===== src/rtl/hms_pkg.sv =====
// Shared constants, state encoding and bus helpers for the merge-tree run sequencer.
package hms_pkg;

  localparam int unsigned E_LOG    = 2;
  localparam int unsigned WAYS     = 1 << E_LOG;
  localparam int unsigned DATW     = 64;
  localparam int unsigned KEYW     = 32;
  localparam int unsigned RUNW     = 32;
  localparam int unsigned TRST_CYC = 4;
  localparam int unsigned BUSW     = DATW * WAYS;
  localparam int unsigned TRSTW    = $clog2(TRST_CYC + 1);

  // All-ones record: sorts after every legal key, so it drains the tree.
  localparam logic [DATW-1:0] SENTINEL = '1;

  typedef enum logic [1:0] {
    StIdle,
    StTrst,
    StFeed,
    StFin
  } hms_state_e;

  function automatic logic [DATW-1:0] way_slice(logic [BUSW-1:0] bus, int unsigned way);
    return bus[way*DATW +: DATW];
  endfunction

endpackage


===== src/rtl/hms_way_feeder.sv =====
// One merge-tree input: forwards len source records, then keeps the way topped up with sentinels.
module hms_way_feeder
  import hms_pkg::*;
(
  input  logic            clk_i,
  input  logic            rst_ni,
  input  logic            clr_i,
  input  logic            feed_en_i,
  input  logic [RUNW-1:0] len_i,
  input  logic [DATW-1:0] src_dat_i,
  input  logic            src_vld_i,
  output logic            src_rdy_o,
  input  logic            tree_full_i,
  output logic [DATW-1:0] tree_din_o,
  output logic            tree_dinen_o
);

  logic [RUNW-1:0] cnt_q, cnt_d;
  logic [DATW-1:0] din_q, din_d;
  logic            dinen_q, dinen_d;
  logic            hs;
  logic            run_done;

  assign run_done  = (cnt_q == len_i);
  assign src_rdy_o = feed_en_i & ~tree_full_i & (cnt_q < len_i);
  assign hs        = src_vld_i & src_rdy_o;

  always_comb begin
    cnt_d   = cnt_q;
    din_d   = din_q;
    dinen_d = 1'b0;
    if (clr_i) begin
      cnt_d = '0;
      din_d = '0;
    end else if (hs) begin
      cnt_d   = cnt_q + RUNW'(1);
      din_d   = src_dat_i;
      dinen_d = 1'b1;
    end else if (feed_en_i && run_done) begin
      // Tree takes one beat after FULL rises, so a registered !FULL is enough throttling.
      din_d   = SENTINEL;
      dinen_d = ~tree_full_i;
    end
  end

  always_ff @(posedge clk_i or negedge rst_ni) begin
    if (!rst_ni) begin
      cnt_q   <= '0;
      din_q   <= '0;
      dinen_q <= 1'b0;
    end else begin
      cnt_q   <= cnt_d;
      din_q   <= din_d;
      dinen_q <= dinen_d;
    end
  end

  assign tree_din_o   = din_q;
  assign tree_dinen_o = dinen_q & feed_en_i;

endmodule


===== src/rtl/hms_run_ctrl.sv =====
// Run sequencer for the 4-way merge tree: resets the tree, feeds the ways, counts merged beats.
module hms_run_ctrl
  import hms_pkg::*;
(
  input  logic            clk_i,
  input  logic            rst_ni,
  input  logic            start_i,
  input  logic [RUNW-1:0] run_len_i,
  input  logic [BUSW-1:0] src_dat_i,
  input  logic [WAYS-1:0] src_vld_i,
  output logic [WAYS-1:0] src_rdy_o,
  output logic            tree_rst_o,
  output logic [BUSW-1:0] tree_din_o,
  output logic [WAYS-1:0] tree_dinen_o,
  input  logic [WAYS-1:0] tree_full_i,
  output logic            tree_in_full_o,
  input  logic [BUSW-1:0] tree_dot_i,
  input  logic            tree_doten_i,
  input  logic            out_full_i,
  output logic [BUSW-1:0] out_dot_o,
  output logic            out_doten_o,
  output logic            busy_o,
  output logic            done_o
);

  hms_state_e       state_q, state_d;
  logic [RUNW-1:0]  len_q, len_d;
  logic [RUNW-1:0]  bcnt_q, bcnt_d;
  logic [TRSTW-1:0] trst_q, trst_d;
  logic             tree_rst_q, tree_rst_d;
  logic [BUSW-1:0]  out_dot_q, out_dot_d;
  logic             out_doten_q, out_doten_d;
  logic             start_acc;
  logic             feed_en;
  logic             fwd;

  assign start_acc = (state_q == StIdle) & start_i;
  assign feed_en   = (state_q == StFeed);
  // Beats past len, or outside FEED, are sentinel beats and are dropped.
  assign fwd       = feed_en & tree_doten_i & (bcnt_q < len_q);

  always_comb begin
    state_d     = state_q;
    len_d       = len_q;
    bcnt_d      = bcnt_q;
    trst_d      = trst_q;
    out_doten_d = fwd;
    out_dot_d   = fwd ? tree_dot_i : out_dot_q;
    if (fwd) begin
      bcnt_d = bcnt_q + RUNW'(1);
    end
    unique case (state_q)
      StIdle: begin
        if (start_i) begin
          len_d   = run_len_i;
          bcnt_d  = '0;
          trst_d  = '0;
          state_d = StTrst;
        end
      end
      StTrst: begin
        if (trst_q == TRSTW'(TRST_CYC - 1)) begin
          state_d = StFeed;
        end else begin
          trst_d = trst_q + TRSTW'(1);
        end
      end
      StFeed: begin
        // Also covers len == 0: leaves on the first FEED cycle.
        if (bcnt_q == len_q) begin
          state_d = StFin;
        end
      end
      StFin: begin
        state_d = StIdle;
      end
      default: begin
        state_d = StIdle;
      end
    endcase
    tree_rst_d = (state_d == StTrst);
  end

  always_ff @(posedge clk_i or negedge rst_ni) begin
    if (!rst_ni) begin
      state_q     <= StIdle;
      len_q       <= '0;
      bcnt_q      <= '0;
      trst_q      <= '0;
      tree_rst_q  <= 1'b1;
      out_dot_q   <= '0;
      out_doten_q <= 1'b0;
    end else begin
      state_q     <= state_d;
      len_q       <= len_d;
      bcnt_q      <= bcnt_d;
      trst_q      <= trst_d;
      tree_rst_q  <= tree_rst_d;
      out_dot_q   <= out_dot_d;
      out_doten_q <= out_doten_d;
    end
  end

  for (genvar i = 0; i < WAYS; i++) begin : g_way
    hms_way_feeder u_feeder (
      .clk_i        (clk_i),
      .rst_ni       (rst_ni),
      .clr_i        (start_acc),
      .feed_en_i    (feed_en),
      .len_i        (len_q),
      .src_dat_i    (way_slice(src_dat_i, i)),
      .src_vld_i    (src_vld_i[i]),
      .src_rdy_o    (src_rdy_o[i]),
      .tree_full_i  (tree_full_i[i]),
      .tree_din_o   (tree_din_o[i*DATW +: DATW]),
      .tree_dinen_o (tree_dinen_o[i])
    );
  end

  assign tree_rst_o     = tree_rst_q;
  assign tree_in_full_o = out_full_i;
  assign out_dot_o      = out_dot_q;
  assign out_doten_o    = out_doten_q;
  assign busy_o         = (state_q != StIdle);
  assign done_o         = (state_q == StFin);

endmodule

===== config.mk =====
export PLATFORM = sky130hd
export DESIGN_NAME = hms_run_ctrl
export DESIGN_NICKNAME = d
export VERILOG_FILES = /design/src/rtl/hms_pkg.sv /design/src/rtl/hms_way_feeder.sv /design/src/rtl/hms_run_ctrl.sv
export SDC_FILE = /design/constraint.sdc
export NUM_CORES = 1
export LEC_CHECK = 0
export CAP_MARGIN = 20
export CORE_AREA = 5 5 416 418
export DETAILED_ROUTE_END_ITERATION = 8
export DIE_AREA = 0 0 421 423
export GPL_ROUTABILITY_DRIVEN = 0
export PLACE_DENSITY_LB_ADDON = 0.2
export SYNTH_ARGS = -nofsm -noshare
export SYNTH_HDL_FRONTEND = slang
export SYNTH_HIERARCHICAL = 1
export SYNTH_SLANG_ARGS = --single-unit

===== constraint.sdc =====
create_clock -name clk_i -period 5.99 [get_ports clk_i]
set_clock_uncertainty 0.15 [all_clocks]
set_input_delay 1.198 -clock clk_i [delete_from_list [all_inputs] [get_ports clk_i]]
set_output_delay 1.198 -clock clk_i [all_outputs]
set_load 0.005 [all_outputs]

## Word level (Yosys, flattened, before mapping)

Index checks and enable logic that the tools add are counted.
W data, S select, Z words.

| operators by class | value |
|---|---|
| add/sub/neg operators | 6 |
| magnitude comparators | 5 |
| equal/unequal tests | 12 |
| mux-type cells | 42 |
| bitwise logic cells | 23 |
| reductions and logical operators | 17 |

Operators with widths:

| operator | number |
|---|---|
| $mux W64 | 12 |
| $mux W32 | 11 |
| $add A32 B1 Y32 const B | 5 |
| $eq A32 B32 Y1 | 5 |
| $lt A32 B32 Y1 | 5 |
| $and A1 B1 Y1 | 19 |
| $mux W1 | 12 |
| $reduce_bool A2 Y1 | 6 |
| $reduce_bool A3 Y1 | 4 |
| $pmux W2 S4 | 1 |
| $mux W2 | 3 |
| $mux W3 | 2 |
| $pmux W3 S2 | 1 |
| $eq A2 B1 Y1 const B | 2 |
| $eq A2 B2 Y1 const B | 2 |
| $logic_and A1 B1 Y1 | 4 |
| $ne A2 B2 Y1 const B | 2 |
| $not A1 Y1 | 4 |
| $add A3 B1 Y3 const B | 1 |
| $eq A3 B2 Y1 const B | 1 |
| $reduce_and A3 Y1 | 1 |
| $logic_not A2 Y1 | 1 |
| $reduce_and A2 Y1 | 1 |

| storage, ports and cells | value |
|---|---|
| flip-flop bits (word level) | 715 |
| input bits | 557 |
| output and inout port bits | 525 |

## Longest topological paths before layout

| logic depth | value |
|---|---|
| word-level depth | 6 |
| mapped depth | 13 |
| gate-level depth less buffers | 10 |

## Modules after synthesis

Netlist, hierarchy kept.

Modules (own cells, without submodules):

| module | times used | cells each | area an instance (um2) | seq. area each (um2) |
|---|---|---|---|---|
| hms_way_feeder (g_way[1].u_feeder ...) | 3 | 624 | 5,646.7 | 2,427.3 |
| hms_run_ctrl | 1 | 1,517 | 13,509.2 | 8,184.1 |
| hms_way_feeder (g_way[0].u_feeder) | 1 | 622 | 5,546.6 | 2,427.3 |

## Least setup slack after synthesis

No wires, ideal clock.

| timing | value |
|---|---|
| path type | input to output |
| start point | input tree_full_i[0] |
| end point | output src_rdy_o[0] |
| data arrival time | 2.374 ns |
| data required time | 4.642 ns |
| slack | 2.268 ns |
| stages on the path | 7 |
| path through | nor2_1 nand2_1 a211oi_1 nand2_1 clkbuf_1 clkbuf_1 nor2_1 |

| between the ends | value |
|---|---|
| longest elaborated chain between the ends | 3 |

RTL lines:

| what | line | source |
|---|---|---|
| start, declared | hms_run_ctrl.sv:15 | `input logic [WAYS-1:0] tree_full_i,` |
| $not A1 Y1 | hms_way_feeder.sv:25 | `assign src_rdy_o = feed_en_i & ~tree_full_i & (cnt_q < len_i);` |
| $and A1 B1 Y1 (2 in a row) | hms_way_feeder.sv:25 |  |
| end, declared | hms_run_ctrl.sv:11 | `output logic [WAYS-1:0] src_rdy_o,` |

No other way between the ends.

## Final worst setup path

| timing | value |
|---|---|
| start point | register len_q[21] |
| end point | output src_rdy_o[3] |

| between the ends | value |
|---|---|
| longest elaborated chain between the ends | 2 |

RTL lines:

| what | line | source |
|---|---|---|
| start, declared | hms_run_ctrl.sv:27 | `logic [RUNW-1:0] len_q, len_d;` |
| start signal, assigned | hms_run_ctrl.sv:95 | `len_q <= len_d;` |
| $lt A32 B32 Y1 | hms_way_feeder.sv:25 |  |
| $and A1 B1 Y1 | hms_way_feeder.sv:25 |  |

No other way between the ends.

==> impl_metrics.csv <==
group,metric,value,unit
finish,layout-drive-gt1-share,5.39,%
detailed_routing,first_pass_iters,7,
worst_setup_path,critPathLaunchType,"flop",
sta,setup_viol_count_final,0,
sta,min_period_over_period,86.4,%
sta,setup_slack,816,ps
yosys,synth_top_cell_area_share,49.6,%
worst_setup_path,cp-end-kind,"primary output",
worst_setup_path,worst-endpoint-arrival,3830,ps
global_route,global_route_wire_length_before_repair,241,mm
detailed_routing,post_drt_via_cell_ratio,4.67,
floorplanning,die_width,421,um
floorplanning,pin_count,1082,
yosys,ranking_of_synthesized_cells_by_area,"sky130_fd_sc_hd__dfrtp_1, sky130_fd_sc_hd__nand2_1, sky130_fd_sc_hd__ha_1, sky130_fd_sc_hd__a311oi_1, sky130_fd_sc_hd__inv_1",
clock_network,tritoncts_clock_tree,"yes",
global_route,gr-total-overflow,0,
global_route,first_global_vias,34300,
worst_setup_path,crit_path_max_incr_delay,600,ps
placement,place_hpwl,118,mm
yosys,synth.lib_cells_used.distinct,65,
finish,fin_util,30.9,%
floorplanning,die_h,423,um
worst_setup_path,timing.reg2reg.worst_path_depth,10,
clock_network,cts-hold-fix-buffers,0,
worst_setup_path,maximum_fanout_along_the_worst_path,54,
hold_path,hold_crit_depth,2,
detailed_routing,detail-route-antenna-nets,0,
detailed_routing,drt_first_iter_violations,2223,
yosys,synth_seq_cells,715,
clock_network,cts-root-buf,"sky130_fd_sc_hd__clkbuf_16",
yosys,net_count_after_synthesis,4735,
power,finalPower,0.0224,W
clock_network,cts_max_path_buffers,3,
detailed_routing,detailroute.via_count,33900,
sta,clock.fmax,0.193,GHz
worst_setup_path,critPathBufInv,3,
worst_setup_path,worst_r2r_endpoint,"g_way[3].u_feeder/tree_din_o[1]",
worst_setup_path,timing.reg2reg.setup_slack,1390,ps
detailed_routing,drcViolationCount,0,
clock_network,postCtsSetupBuffers,0,
hold_path,min-delay-path-class,"flop to flop",
floorplanning,placementRows,151,
hold_path,hold-path-endpoint,"out_dot_o[183]",
global_route,antenna_found_initial,56,
sta,worst_slew_pin_slew,1100,ps
power,power.density_cell_area,428,nW/um^2
worst_setup_path,slowest_stage,"sky130_fd_sc_hd__clkdlybuf4s50_1",
worst_setup_path,critical_path_class,"flop to primary output",
detailed_routing,finalWirelength,165,mm
global_route,grt_start_max_net_pins,179,
clock_network,ctsHtreeMaxLevel,3,
run,drv.max_cap_violation_count,0,
global_route,grt_use_total,17.7,%
floorplanning,placeable_core_region,169000,um^2
sta,final-max-slew-violation-count,0,
yosys,synth_flop_cell,"sky130_fd_sc_hd__dfrtp_1",
yosys,synthesis.yosys.warnings,6,
sta,number_of_hold_violations_in_the_final_report,0,
clock_network,cts_repair_resize_count,0,
sta,final.min_clock_period,5170,ps
floorplanning,floorplan.die_area,178000,um^2
placement,dp_slack,1220,ps
yosys,synthesized_area_divided_by_synthesized_cell_count,8.97,um^2
worst_setup_path,path_delay_family,"buffers and inverters",
yosys,synth_enable_flop_cells,0,
finish,mostFrequentLayoutCell,"sky130_fd_sc_hd__clkdlybuf4s50_1",
yosys,post_synth_inst_count,4011,
yosys,ys_async_rst_share,100,%
yosys,yosys_top_cell_by_area,"sky130_fd_sc_hd__dfrtp_1",
floorplanning,initial_utilization,21.3,%
sta,final_sum_of_negative_setup_slack,0,ps
finish,layout.cells.most_common_list,"sky130_fd_sc_hd__clkdlybuf4s50_1, sky130_fd_sc_hd__nand2_1, sky130_fd_sc_hd__dfrtp_1, sky130_fd_sc_hd__inv_1, sky130_fd_sc_hd__nor3_1",
worst_setup_path,cp_cell_sequence,"inv_1, ha_1, a21oi_1, o21ai_0, a211oi_1, nand2_1, buf_4, nor2_1, clkdlybuf4s50_1",
clock_network,cts.sinks,715,
clock_network,clock_insertion_delay_worst_skew,720,ps
detailed_routing,wire_per_inst,22.7,um
placement,port_buffers,1079,
finish,final_net_count,5671,
sta,slew_headroom,26.4,%
yosys,ys_seq_area_share,49.7,%
clock_network,clk_pin_slew,60,ps
finish,synthToLayoutAreaGrowth,45.0,%
power,vdd.ir_drop.worst,0.276,mV
yosys,netlist_area,36000,um^2
worst_setup_path,cp_data_required_time,4640,ps
status,status,"complete, no violations",
hold_path,hold_path_startpoint,"out_dot_o[183]",
sta,setup_repair_after_global_routing_missed_its_margin,"no",
power,leakage,22.7,nW
clock_network,cts_made_buffers,95,
worst_setup_path,crit-reg2reg-launch,"len_q[29]",
[sequential cells by signal, indices dropped and copies added, names as in the netlist]
signal                     flops
bcnt_q                        32
g_way.u_feeder/cnt_q         128
g_way.u_feeder/dinen_q         4
g_way.u_feeder/tree_din_o    256
len_q                         32
out_dot_o                    256
out_doten_o                    1
state_q                        2
tree_rst_o                     1
trst_q                         3
[worst reg2reg max path, delay by kind of cell, from the launching register on]
kind	cells	cell delay [ps]
buffers and inverters	3	1410
and+or+nand+nor	3	1220
AOI/OAI and AO/OA	3	770
DFF	1	570
adders and majority gates	1	320
[report_power, final]
part / internal, W / switching (W)
logic: 0.00447 / 0.00389
clock network: 0.00350 / 0.00249
registers: 0.00665 / 0.00136
[worst max path at each step]
| stage | start | to | slack (ps) | depth (start not counted) |
|---|---|---|---|---|
| after floorplan | tree_full_i[0] | src_rdy_o[0] | 2270 | 7 |
| after global placement | tree_full_i[3] | src_rdy_o[3] | 1180 | 8 |
| after detailed placement | tree_full_i[3] | src_rdy_o[3] | 1220 | 8 |
| after CTS | len_q[30] | src_rdy_o[0] | 690 | 9 |
| after global routing | len_q[30] | src_rdy_o[0] | 580 | 9 |
| final | len_q[21] | src_rdy_o[3] | 820 | 9 |
[synthesized netlist by cell type (11+ instances only)]
cell type                    n
sky130_fd_sc_hd__clkbuf_1  148
sky130_fd_sc_hd__o21ai_0    84
sky130_fd_sc_hd__a21oi_1   206
sky130_fd_sc_hd__nand4_1    76
sky130_fd_sc_hd__buf_2     117
sky130_fd_sc_hd__nor2_1    114
sky130_fd_sc_hd__ha_1      167
sky130_fd_sc_hd__and4_1     15
sky130_fd_sc_hd__and2_1     16
sky130_fd_sc_hd__and3_1     35
sky130_fd_sc_hd__a211oi_1   69
sky130_fd_sc_hd__nand2b_1   11
sky130_fd_sc_hd__or3_1      20
sky130_fd_sc_hd__or4_1     119
sky130_fd_sc_hd__dfrtp_1   714
sky130_fd_sc_hd__a311oi_1  192
sky130_fd_sc_hd__nor4_1     11
sky130_fd_sc_hd__inv_1     363
sky130_fd_sc_hd__nand3_1    83
sky130_fd_sc_hd__nand2_1   919
sky130_fd_sc_hd__nor2b_1    15
sky130_fd_sc_hd__o31ai_1   114
sky130_fd_sc_hd__nor3_1    263
[kinds of logic (layout without fill, tap and decap cells)]
family          Yosys count  count (layout)  share of synthesized area [%]
simple gates           1735            1735                           22.8
compound gates          718             718                           13.7
flops                   715             715                           49.7
buf+inv                 663            1677                           7.62
fa+ha+maj               167             167                           5.80
mux                      10              10                          0.292
xor+xnor                  3               3                         0.0730
other cells               0              15                              0
[per-stage QoR]
stage / cell area, um^2 / std cells / hold WS, ps
after CTS: 52200 / 7242 / 296
final: 52200 / 7258 / 320
after detailed placement: 48900 / 7067 / 311
after global placement: 48900 / 7067 / 307
after floorplan: 36000 / 4011 / 302
after global routing: 52200 / 7249 / 335
[layer usage]
metal,vias to the layer above,track usage [%],wire length (um)
li1,15900,-,-
met5,-,0,62
met3,296,5.81,12700
met1,16600,19.8,63300
met4,8,5.96,6150
met2,1068,31.7,82700
[cell type report]
| type | count | area [um^2] |
|---|---|---|
| antenna | 15 | 37.5 |
| fill | 17600 | 117000 |
| inverter | 366 | 1390 |
| clock buffer | 128 | 2710 |
| tap | 2218 | 2780 |
| clock inverter | 47 | 539 |
| sequential | 715 | 17900 |
| timing repair buffer | 1136 | 11400 |
| multi-input combinational | 2633 | 15400 |
(Power assumes the default switching activity.)
